===== src/rtl/mem_access_unit_if.sv =====
// Request/response and ram-side signal bundle for mem_access_unit.
interface mem_access_unit_if #(
    parameter int XLEN   = 32,
    parameter int ADDR_W = 32
);
    logic              req_valid;
    logic              req_ready;
    logic              req_we;
    logic [2:0]        req_funct3;
    logic [ADDR_W-1:0] req_addr;
    logic [XLEN-1:0]   req_wdata;
    logic              resp_valid;
    logic [XLEN-1:0]   resp_rdata;
    logic              resp_err;
    logic              ram_en;
    logic              read_flag;
    logic              write_flag;
    logic [ADDR_W-1:0] read_addr;
    logic [ADDR_W-1:0] write_addr;
    logic [XLEN-1:0]   write_data;
    logic [XLEN-1:0]   read_data;

    modport slave (
        input  req_valid, req_we, req_funct3, req_addr, req_wdata, read_data,
        output req_ready, resp_valid, resp_rdata, resp_err,
               ram_en, read_flag, write_flag, read_addr, write_addr, write_data
    );

    modport master (
        output req_valid, req_we, req_funct3, req_addr, req_wdata, read_data,
        input  req_ready, resp_valid, resp_rdata, resp_err,
               ram_en, read_flag, write_flag, read_addr, write_addr, write_data
    );
endinterface


===== src/rtl/mem_access_unit.sv =====
// RV32I load/store sequencer in front of the word-wide, byte-addressed ram.
// Optional MEM_MISALIGN_TRAP_EN traps misaligned LH/LHU/SH/LW/SW instead of issuing them.
`ifndef READ_ENABLE
`define READ_ENABLE 1'b1
`endif
`ifndef WRITE_ENABLE
`define WRITE_ENABLE 1'b1
`endif

module mem_access_unit #(
    parameter int XLEN   = 32,
    parameter int ADDR_W = 32
) (
    input  logic              clk,
    input  logic              rst,
    mem_access_unit_if.slave  bus
);
    typedef enum logic [2:0] {S_IDLE, S_RD, S_WAITR, S_WR, S_RESP} state_t;

    state_t          state;
    logic            we_p0;
    logic [2:0]      f3_p0;
    logic [XLEN-1:0] wdata_p0;
    logic            misalign;
    logic            req_bad;

    function automatic logic [XLEN-1:0] load_ext(input logic [2:0] f3, input logic [XLEN-1:0] w);
        logic signed [XLEN-1:0] r;
        case (f3)
            3'b000:  r = XLEN'($signed(w[7:0]));
            3'b001:  r = XLEN'($signed(w[15:0]));
            3'b100:  r = XLEN'(w[7:0]);
            3'b101:  r = XLEN'(w[15:0]);
            default: r = w;
        endcase
        return r;
    endfunction

    // Untouched upper bytes are written back with the value just read.
    function automatic logic [XLEN-1:0] store_merge(input logic [1:0] sz, input logic [XLEN-1:0] old,
                                                    input logic [XLEN-1:0] wd);
        logic [XLEN-1:0] m;
        m = old;
        case (sz)
            2'b00:   m[7:0]  = wd[7:0];
            2'b01:   m[15:0] = wd[15:0];
            default: m       = wd;
        endcase
        return m;
    endfunction

    function automatic logic illegal_f3(input logic we, input logic [2:0] f3);
        if (we) return (f3 > 3'b010);
        return (f3 == 3'b011) || (f3 == 3'b110) || (f3 == 3'b111);
    endfunction

`ifdef MEM_MISALIGN_TRAP_EN
    assign misalign = ((bus.req_funct3[1:0] == 2'b01) && bus.req_addr[0]) ||
                      ((bus.req_funct3[1:0] == 2'b10) && (bus.req_addr[1:0] != 2'b00));
`else
    assign misalign = 1'b0;
`endif
    assign req_bad = illegal_f3(bus.req_we, bus.req_funct3) || misalign;

    always_ff @(posedge clk) begin
        if (bus.req_valid && state == S_IDLE) begin
            we_p0    <= bus.req_we;
            f3_p0    <= bus.req_funct3;
            wdata_p0 <= bus.req_wdata;
        end
    end

    always_ff @(posedge clk) begin
        if (rst) begin
            state          <= S_IDLE;
            bus.req_ready  <= 1'b1;
            bus.resp_valid <= 1'b0;
            bus.resp_rdata <= '0;
            bus.resp_err   <= 1'b0;
            bus.ram_en     <= 1'b0;
            bus.read_flag  <= ~`READ_ENABLE;
            bus.write_flag <= ~`WRITE_ENABLE;
            bus.read_addr  <= '0;
            bus.write_addr <= '0;
            bus.write_data <= '0;
        end else begin
            case (state)
                S_IDLE: begin
                    if (bus.req_valid) begin
                        bus.req_ready  <= 1'b0;
                        bus.read_addr  <= bus.req_addr;
                        bus.write_addr <= bus.req_addr;
                        if (req_bad) begin
                            state          <= S_RESP;
                            bus.resp_valid <= 1'b1;
                            bus.resp_err   <= 1'b1;
                            bus.resp_rdata <= '0;
                        end else if (bus.req_we && bus.req_funct3 == 3'b010) begin
                            state          <= S_WR;
                            bus.ram_en     <= 1'b1;
                            bus.write_flag <= `WRITE_ENABLE;
                            bus.write_data <= bus.req_wdata;
                        end else begin
                            state         <= S_RD;
                            bus.ram_en    <= 1'b1;
                            bus.read_flag <= `READ_ENABLE;
                        end
                    end
                end
                // ram latches the read on this edge; ram_en stays up so read_data holds
                S_RD: begin
                    state         <= S_WAITR;
                    bus.read_flag <= ~`READ_ENABLE;
                end
                S_WAITR: begin
                    if (we_p0) begin
                        state          <= S_WR;
                        bus.write_flag <= `WRITE_ENABLE;
                        bus.write_data <= store_merge(f3_p0[1:0], bus.read_data, wdata_p0);
                    end else begin
                        state          <= S_RESP;
                        bus.ram_en     <= 1'b0;
                        bus.resp_valid <= 1'b1;
                        bus.resp_err   <= 1'b0;
                        bus.resp_rdata <= load_ext(f3_p0, bus.read_data);
                    end
                end
                S_WR: begin
                    state          <= S_RESP;
                    bus.ram_en     <= 1'b0;
                    bus.write_flag <= ~`WRITE_ENABLE;
                    bus.resp_valid <= 1'b1;
                    bus.resp_err   <= 1'b0;
                    bus.resp_rdata <= '0;
                end
                S_RESP: begin
                    state          <= S_IDLE;
                    bus.req_ready  <= 1'b1;
                    bus.resp_valid <= 1'b0;
                    bus.resp_err   <= 1'b0;
                    bus.resp_rdata <= '0;
                end
                default: state <= S_IDLE;
            endcase
        end
    end
endmodule

===== src/flat_wrapper.sv =====
// flat-port wrapper written by rule: the top's interface ports become plain ports
module mem_access_unit_flat 
#(
    parameter int XLEN   = 32,
    parameter int ADDR_W = 32
)
  (clk, rst, bus_req_valid, bus_req_we, bus_req_funct3, bus_req_addr, bus_req_wdata, bus_read_data, bus_req_ready, bus_resp_valid, bus_resp_rdata, bus_resp_err, bus_ram_en, bus_read_flag, bus_write_flag, bus_read_addr, bus_write_addr, bus_write_data);
  mem_access_unit_if #(.XLEN(XLEN), .ADDR_W(ADDR_W)) bus_i ();
  input  logic clk;
  input  logic rst;
  input wire logic [$bits(bus_i.req_valid)-1:0] bus_req_valid;
  input wire logic [$bits(bus_i.req_we)-1:0] bus_req_we;
  input wire logic [$bits(bus_i.req_funct3)-1:0] bus_req_funct3;
  input wire logic [$bits(bus_i.req_addr)-1:0] bus_req_addr;
  input wire logic [$bits(bus_i.req_wdata)-1:0] bus_req_wdata;
  input wire logic [$bits(bus_i.read_data)-1:0] bus_read_data;
  output wire logic [$bits(bus_i.req_ready)-1:0] bus_req_ready;
  output wire logic [$bits(bus_i.resp_valid)-1:0] bus_resp_valid;
  output wire logic [$bits(bus_i.resp_rdata)-1:0] bus_resp_rdata;
  output wire logic [$bits(bus_i.resp_err)-1:0] bus_resp_err;
  output wire logic [$bits(bus_i.ram_en)-1:0] bus_ram_en;
  output wire logic [$bits(bus_i.read_flag)-1:0] bus_read_flag;
  output wire logic [$bits(bus_i.write_flag)-1:0] bus_write_flag;
  output wire logic [$bits(bus_i.read_addr)-1:0] bus_read_addr;
  output wire logic [$bits(bus_i.write_addr)-1:0] bus_write_addr;
  output wire logic [$bits(bus_i.write_data)-1:0] bus_write_data;
  assign bus_i.req_valid = bus_req_valid;
  assign bus_i.req_we = bus_req_we;
  assign bus_i.req_funct3 = bus_req_funct3;
  assign bus_i.req_addr = bus_req_addr;
  assign bus_i.req_wdata = bus_req_wdata;
  assign bus_i.read_data = bus_read_data;
  assign bus_req_ready = bus_i.req_ready;
  assign bus_resp_valid = bus_i.resp_valid;
  assign bus_resp_rdata = bus_i.resp_rdata;
  assign bus_resp_err = bus_i.resp_err;
  assign bus_ram_en = bus_i.ram_en;
  assign bus_read_flag = bus_i.read_flag;
  assign bus_write_flag = bus_i.write_flag;
  assign bus_read_addr = bus_i.read_addr;
  assign bus_write_addr = bus_i.write_addr;
  assign bus_write_data = bus_i.write_data;
  mem_access_unit #(.XLEN(XLEN), .ADDR_W(ADDR_W)) u_core (.clk(clk), .rst(rst), .bus(bus_i));
endmodule

===== config.mk =====
export PLATFORM = sky130hd
export DESIGN_NAME = mem_access_unit_flat
export DESIGN_NICKNAME = d
export VERILOG_FILES = /design/src/rtl/mem_access_unit_if.sv /design/src/rtl/mem_access_unit.sv /design/src/flat_wrapper.sv
export SDC_FILE = /design/constraint.sdc
export NUM_CORES = 1
export LEC_CHECK = 0
export ABC_CLOCK_PERIOD_IN_PS = 2300
export BUFFER_PORTS_ARGS = -buffer_cell sky130_fd_sc_hd__clkbuf_2
export CORE_MARGIN = 5
export CORE_UTILIZATION = 35
export DETAILED_ROUTE_END_ITERATION = 12
export PLACE_DENSITY = 0.74
export REMOVE_ABC_BUFFERS = 1
export SETUP_SLACK_MARGIN = 0.3
export SYNTH_ARGS = -nofsm -noshare
export SYNTH_HDL_FRONTEND = slang
export SYNTH_SLANG_ARGS = --single-unit

===== constraint.sdc =====
create_clock -name clk -period 2.3 [get_ports clk]
set_input_delay 0.345 -clock clk [delete_from_list [all_inputs] [get_ports clk]]
set_output_delay 0.345 -clock clk [all_outputs]
set_load 0.05 [all_outputs]

# Word level (Yosys, flattened, before mapping)
# Index checks and enable logic that the tools add are counted.
dict set report totals {
  ramBits 0
  latch_bits 0
  output_inout_bits 134
  ff_bits 141
  romBits 0
  wordCells 96
  input_bits 103
  n_memories 0
}
dict set report op_classes {
  n_div 0
  n_eq_ne 19
  n_reduce_logical 23
  bitwise_logic 0
  n_mux 40
  n_mul 0
  n_shift 0
  n_lt_le_gt_ge 1
  addsub 0
}
# cell count
set ops {}
lappend ops {{$mux W32} 7}
lappend ops {{$pmux W32 S4} 1}
lappend ops {{$pmux W32 S3} 1}
lappend ops {{$pmux W32 S2} 1}
lappend ops {{$mux W1} 17}
lappend ops {{$mux W16} 1}
lappend ops {{$reduce_and A4 Y1} 4}
lappend ops {{$eq A3 B3 Y1 const B} 5}
lappend ops {{$eq A3 B2 Y1 const B} 4}
lappend ops {{$pmux W3 S4} 1}
lappend ops {{$ne A2 B2 Y1 const B} 5}
lappend ops {{$reduce_and A5 Y1} 2}
lappend ops {{$mux W3} 3}
lappend ops {{$pmux W1 S3} 3}
lappend ops {{$mux W8} 1}
lappend ops {{$eq A3 B1 Y1 const B} 2}
lappend ops {{$logic_not A3 Y1} 2}
lappend ops {{$reduce_bool A2 Y1} 3}
lappend ops {{$reduce_bool A3 Y1} 2}
lappend ops {{$ne A2 B1 Y1 const B} 2}
lappend ops {{$pmux W1 S2} 2}
lappend ops {{$pmux W1 S4} 1}
lappend ops {{$reduce_and A2 Y1} 2}
lappend ops {{$reduce_bool A4 Y1} 1}
lappend ops {{7 further kinds} 10}

# Longest topological paths before layout
dict set report logic_depth {
  word_depth 7
  mapped_depth 9
  depth_no_buf 6
}

# Worst setup path after synthesis
# OpenSTA, ideal clock, no wires.
dict set report synth_path {
  path_kind {register to register}
  from {reg u_core.state[2]}
  to {reg u_core.f3_p0[0] (enable)}
  path_stages_with_launch 6
  arrival_time_ns 2.012
  t_required_ns 1.886
  synth_period_minus_slack_ns 2.426
  setup_time_ns 0.414
  slack_ns -0.126
  n_path_buf 2
  cell_sequence {dfxtp_1 > buf_6 > nor2_4 > nand3b_2 > inv_2 > buf_1}
}
dict set report synth_between {
  elab_chain_len 2
}
# item line
set synth_lines {}
lappend synth_lines {{start: declaration} mem_access_unit.sv:20} ;# state_t state;
lappend synth_lines {{start signal: assignment} mem_access_unit.sv:75} ;# state <= S_IDLE;
lappend synth_lines {{start signal: assignment} mem_access_unit.sv:94} ;# state <= S_RESP;
lappend synth_lines {{start signal: assignment} mem_access_unit.sv:99} ;# state <= S_WR;
lappend synth_lines {{$logic_not A3 Y1} mem_access_unit.sv:66} ;# if (bus.req_valid && state == S_IDLE) begin
lappend synth_lines {{$logic_and A1 B1 Y1} mem_access_unit.sv:66}
lappend synth_lines {{end signal: assignment} mem_access_unit.sv:68} ;# f3_p0 <= bus.req_funct3;
lappend synth_lines {{end: declaration} mem_access_unit.sv:22} ;# logic [2:0] f3_p0;
# Every way passes these cells.
# A chain may end at the register's enable or synchronous reset.

# Final worst setup path
dict set report layout_path {
  from {reg u_core.state[2]}
  to {reg u_core.bus.write_data[11] (netlist bit)}
}
dict set report layout_between {
  elab_chain_len 3
  word_cells_on_any_way 9
  classes_between {eq/ne: 5; mux: 1; reduce/logical: 3}
}
# item line
set layout_lines {}
lappend layout_lines {{$eq A3 B2 Y1 or $logic_not A3 Y1 (tied branches)} mem_access_unit.sv:87} ;# case (state)
lappend layout_lines {{$ne A2 B1 Y1 (no line), or another cell as far along} -}
lappend layout_lines {{$reduce_and A5 Y1 (no line)} -}
lappend layout_lines {{end signal: assignment} mem_access_unit.sv:102} ;# bus.write_data <= bus.req_wdata;
lappend layout_lines {{end signal: assignment} mem_access_unit.sv:119} ;# bus.write_data <= store_merge(f3_p0[1:0], bus.read_data, wdata_p0);
lappend layout_lines {{end: declaration} mem_access_unit_if.sv:26} ;# ram_en, read_flag, write_flag, read_addr, write_addr, write_data
# Several ways; a longest one is shown, not always the timed one.

==> results by group <==
Logic synthesis
  • Mapped Area: 5980 um2
  • Post-synth cell types: 52
  • Number of flops mapped to enable cells by yosys: 36
  • Sequential area share after synthesis: ~53%
  • Asr flop ratio synth: 0%
  • Most common flop cell mapped by yosys: dfxtp_1
  • Number of synthesized register bits: about 140
  • Yosys warning total: 0
  • Avg Inst Size Synth: 9.68 um2
  • Mapped Cells: 618

STA
  • Crit path time final: 1.87 ns
  • Worst-Margin Slew: between 0.6 and 0.7 ns
  • RSZ-0062 raised after global routing: false
  • Final hold vios: 0
  • Tcrit/Tclk final: 81.2%
  • Clock skew: roughly 0.0063 ns
  • Slew HR: 54.0%
  • Slew Limit Fails: 0
  • Max Clock Freq: 536 MHz
  • Final setup fails: 0

Floorplanning
  • I/O pin cnt: 237
  • Initial Util: 35.8%
  • Total core area: 16700 um2
  • Die Wd: 141 um
  • Die Area: about 20000 um2
  • # rows: 47
  • Die H: 141 um

Route
  • Initial DRC Count: 280
  • Routed WL: 16.9 mm
  • Vias: 5179
  • WL/cell: 16.2 um
  • Vias/cell: 4.97
  • DR pass1 iterations: 5
  • Post-DRT Antenna Nets: 0
  • Drt drc: 0

Global route
  • GRT Residual Overflow: 0
  • Vias in the first global route: just over 5000
  • Tot GR Track Use: 16.6%
  • Pin count of the biggest net entering global routing: 71
  • First-pass GRT wire length: 26.5 mm
  • Antenna violations before repair: 0

Worst setup path
  • Crit start category: flop
  • Critical Path Fanout Max: 23
  • R2R cell count: 7
  • WP data required: ~2.7 ns
  • WP data arrival: 2.22 ns
  • R2r startpoint: u_core.state[2]
  • Reg2Reg Capture Point: u_core.bus.write_data[11]
  • WS Path Type: flop to flop
  • Critical path capture point type: flop
  • R2R setup slack: 0.43 ns

Placement
  • HPWL Detailed: 11.9 mm
  • Final RePlAce weighted congestion: roughly 0.80
  • Port buffer count: about 240
  • Area after DPL: 7120 um2

CTS
  • Htree depth: 4
  • Hold_buf cts: 0
  • Clk buf depth: 2
  • Cts bufs inserted: 17
  • # clock sinks: between 100 and 150
  • CTS tree: yes
  • Clk_lat worst skew: around 0.4 ns
  • Clk slew on worst S/H paths: 0.06 ns
  • Clk Tree Root Cell: clkbuf_16

Layout
  • Final core utilization: 46.1%
  • Area delta synth->final: 28.8%
  • N_diodes: 0
  • Fin nets: roughly 910
  • Ratio of cells with drive above 1 in the final layout: 36.8%
  • Fin area: 7700 um2

Pwr
  • Max rail drop VDD: 0.000479 V
  • Pwr Density: 864 nW/um2
  • Leak: between 3 and 4 nW

Hold path
  • Worst Hold Depth: 1
  • Hold Startpoint: bus_req_wdata[7]
  • Worst Hold End: u_core.wdata_p0[7]
  • Hold Path Class: input pin to flop

Run status
  • Outcome: finished, final reports clean

Job
  • Max Cap Viol: 0
## worst max path at each step
stage / slack, ns / from / to
CTS: 0.35 / u_core.state[1] / u_core.bus.write_data[11]
floorplan: -2.56 / u_core.state[1] / u_core.bus.write_data[10]
global route: 0.32 / u_core.state[2] / u_core.bus.resp_rdata[30]
global placement: 0.52 / u_core.state[1] / u_core.bus.write_data[12]
finish: 0.43 / u_core.state[2] / u_core.bus.write_data[11]
detailed placement: 0.38 / u_core.state[1] / u_core.bus.write_data[11]
## area by class of cell
class                           instances  area, um2
Fill cell                            1610       9000
Clock inverter                          8       77.6
Tap cell                              220        275
Multi-Input combinational cell        393       2310
Clock buffer                           24        504
Sequential cell                       141       3190
Inverter                                4       15.0
Timing Repair Buffer                  253       1340
## where the power goes
part	switching [mW]	internal [mW]	leakage, nW
clock network	1.05	1.65	0.285
registers	0.0831	2.70	1.20
logic	0.861	0.316	1.79
total	1.99	4.66	3.28
## critical path, stage by stage (launching register included)
cell	delay, ns
dfxtp_1	0.42
nor2_4	0.23
nand3b_2	0.12
inv_2	0.11
a32oi_2	0.05
buf_4	0.24
a2111oi_0	0.48
a31o_2	0.17
## cell usage in the layout (no fill, tap or decap), types with 16 or more instances in the layout
| master | n |
|---|---|
| clkbuf_2 | 235 |
| nand2_1 | 133 |
| dfxtp_1 | 103 |
| a21oi_1 | 76 |
| mux2i_1 | 41 |
| edfxtp_1 | 36 |
| nor2_1 | 19 |
| clkbuf_16 | 19 |
| o211ai_1 | 16 |
| nand3_1 | 16 |
| buf_4 | 16 |
## sequential cells by signal, indices dropped and copies added, names as in the netlist
| name | flops |
|---|---|
| u_core.bus.write_data | 32 |
| u_core.wdata_p0 | 32 |
| u_core.state | 3 |
| u_core.we_p0 | 1 |
| u_core.bus.req_ready | 1 |
| u_core.bus.resp_err | 1 |
| u_core.bus.ram_en | 1 |
| u_core.bus.read_addr | 32 |
| u_core.bus.read_flag | 1 |
| u_core.bus.resp_valid | 1 |
| u_core.bus.write_flag | 1 |
| u_core.bus.resp_rdata | 32 |
| u_core.f3_p0 | 3 |
## cells in the mapped netlist (all sizes together), types with 3 or more instances
cell type / count / area (um2)
nand2: 134 / 505
inv: 3 / 11.3
a311oi: 8 / 70.1
nor3b: 4 / 30.0
o21ai: 18 / 90.1
nand3b: 3 / 26.3
nand4: 8 / 50.1
nand3: 16 / 80.1
nor2: 20 / 82.6
dfxtp: 105 / 2100
buf: 62 / 413
nand4b: 8 / 70.1
clkbuf: 18 / 67.6
a31o: 8 / 70.1
o211ai: 16 / 120
edfxtp: 36 / 1080
a21oi: 77 / 389
a2111oi: 9 / 92.6
mux2i: 41 / 410
## stage by stage
step / instances / TNS, ns / power (mW) / setup WS, ns / hold WS (ns)
after floorplan: 538 / -76.39 / 3.60 / -2.56 / 0.414
after global placement: 1011 / 0 / 4.00 / 0.519 / 0.442
after detailed placement: 1011 / 0 / 4.02 / 0.380 / 0.445
after CTS: 1043 / 0 / 6.74 / 0.347 / 0.104
after global routing: 1043 / 0 / 6.94 / 0.323 / 0.105
final: 1043 / 0 / 6.66 / 0.433 / 0.127
## cells by family (layout without fill, tap and decap cells)
kind of cell    after synthesis  in the layout  share of synthesized area, %
flops                       141            141                          53.2
compound gates              148            148                          16.0
simple gates                204            204                          15.6
buf+inv                      84            289                          8.28
mux                          41             41                          6.86
## layer usage
| layer | track usage [%] | share of wire, % | vias to the layer above |
|---|---|---|---|
| li1 | - | - | 2549 |
| met1 | 20.7 | 43 | 2416 |
| met2 | 27.6 | 47 | 198 |
| met3 | 5.82 | 8.6 | 16 |
| met4 | 3.98 | 1.1 | 0 |
| met5 | 0 | 0 | - |
## repair_timing
item	4_1_cts	5_1_grt
resized for setup	0	2
setup endpoints to repair	0	7
buffers inserted	0	0
endpoints found under the hold margin	0	0
Power figures use the tool's default switching activity.
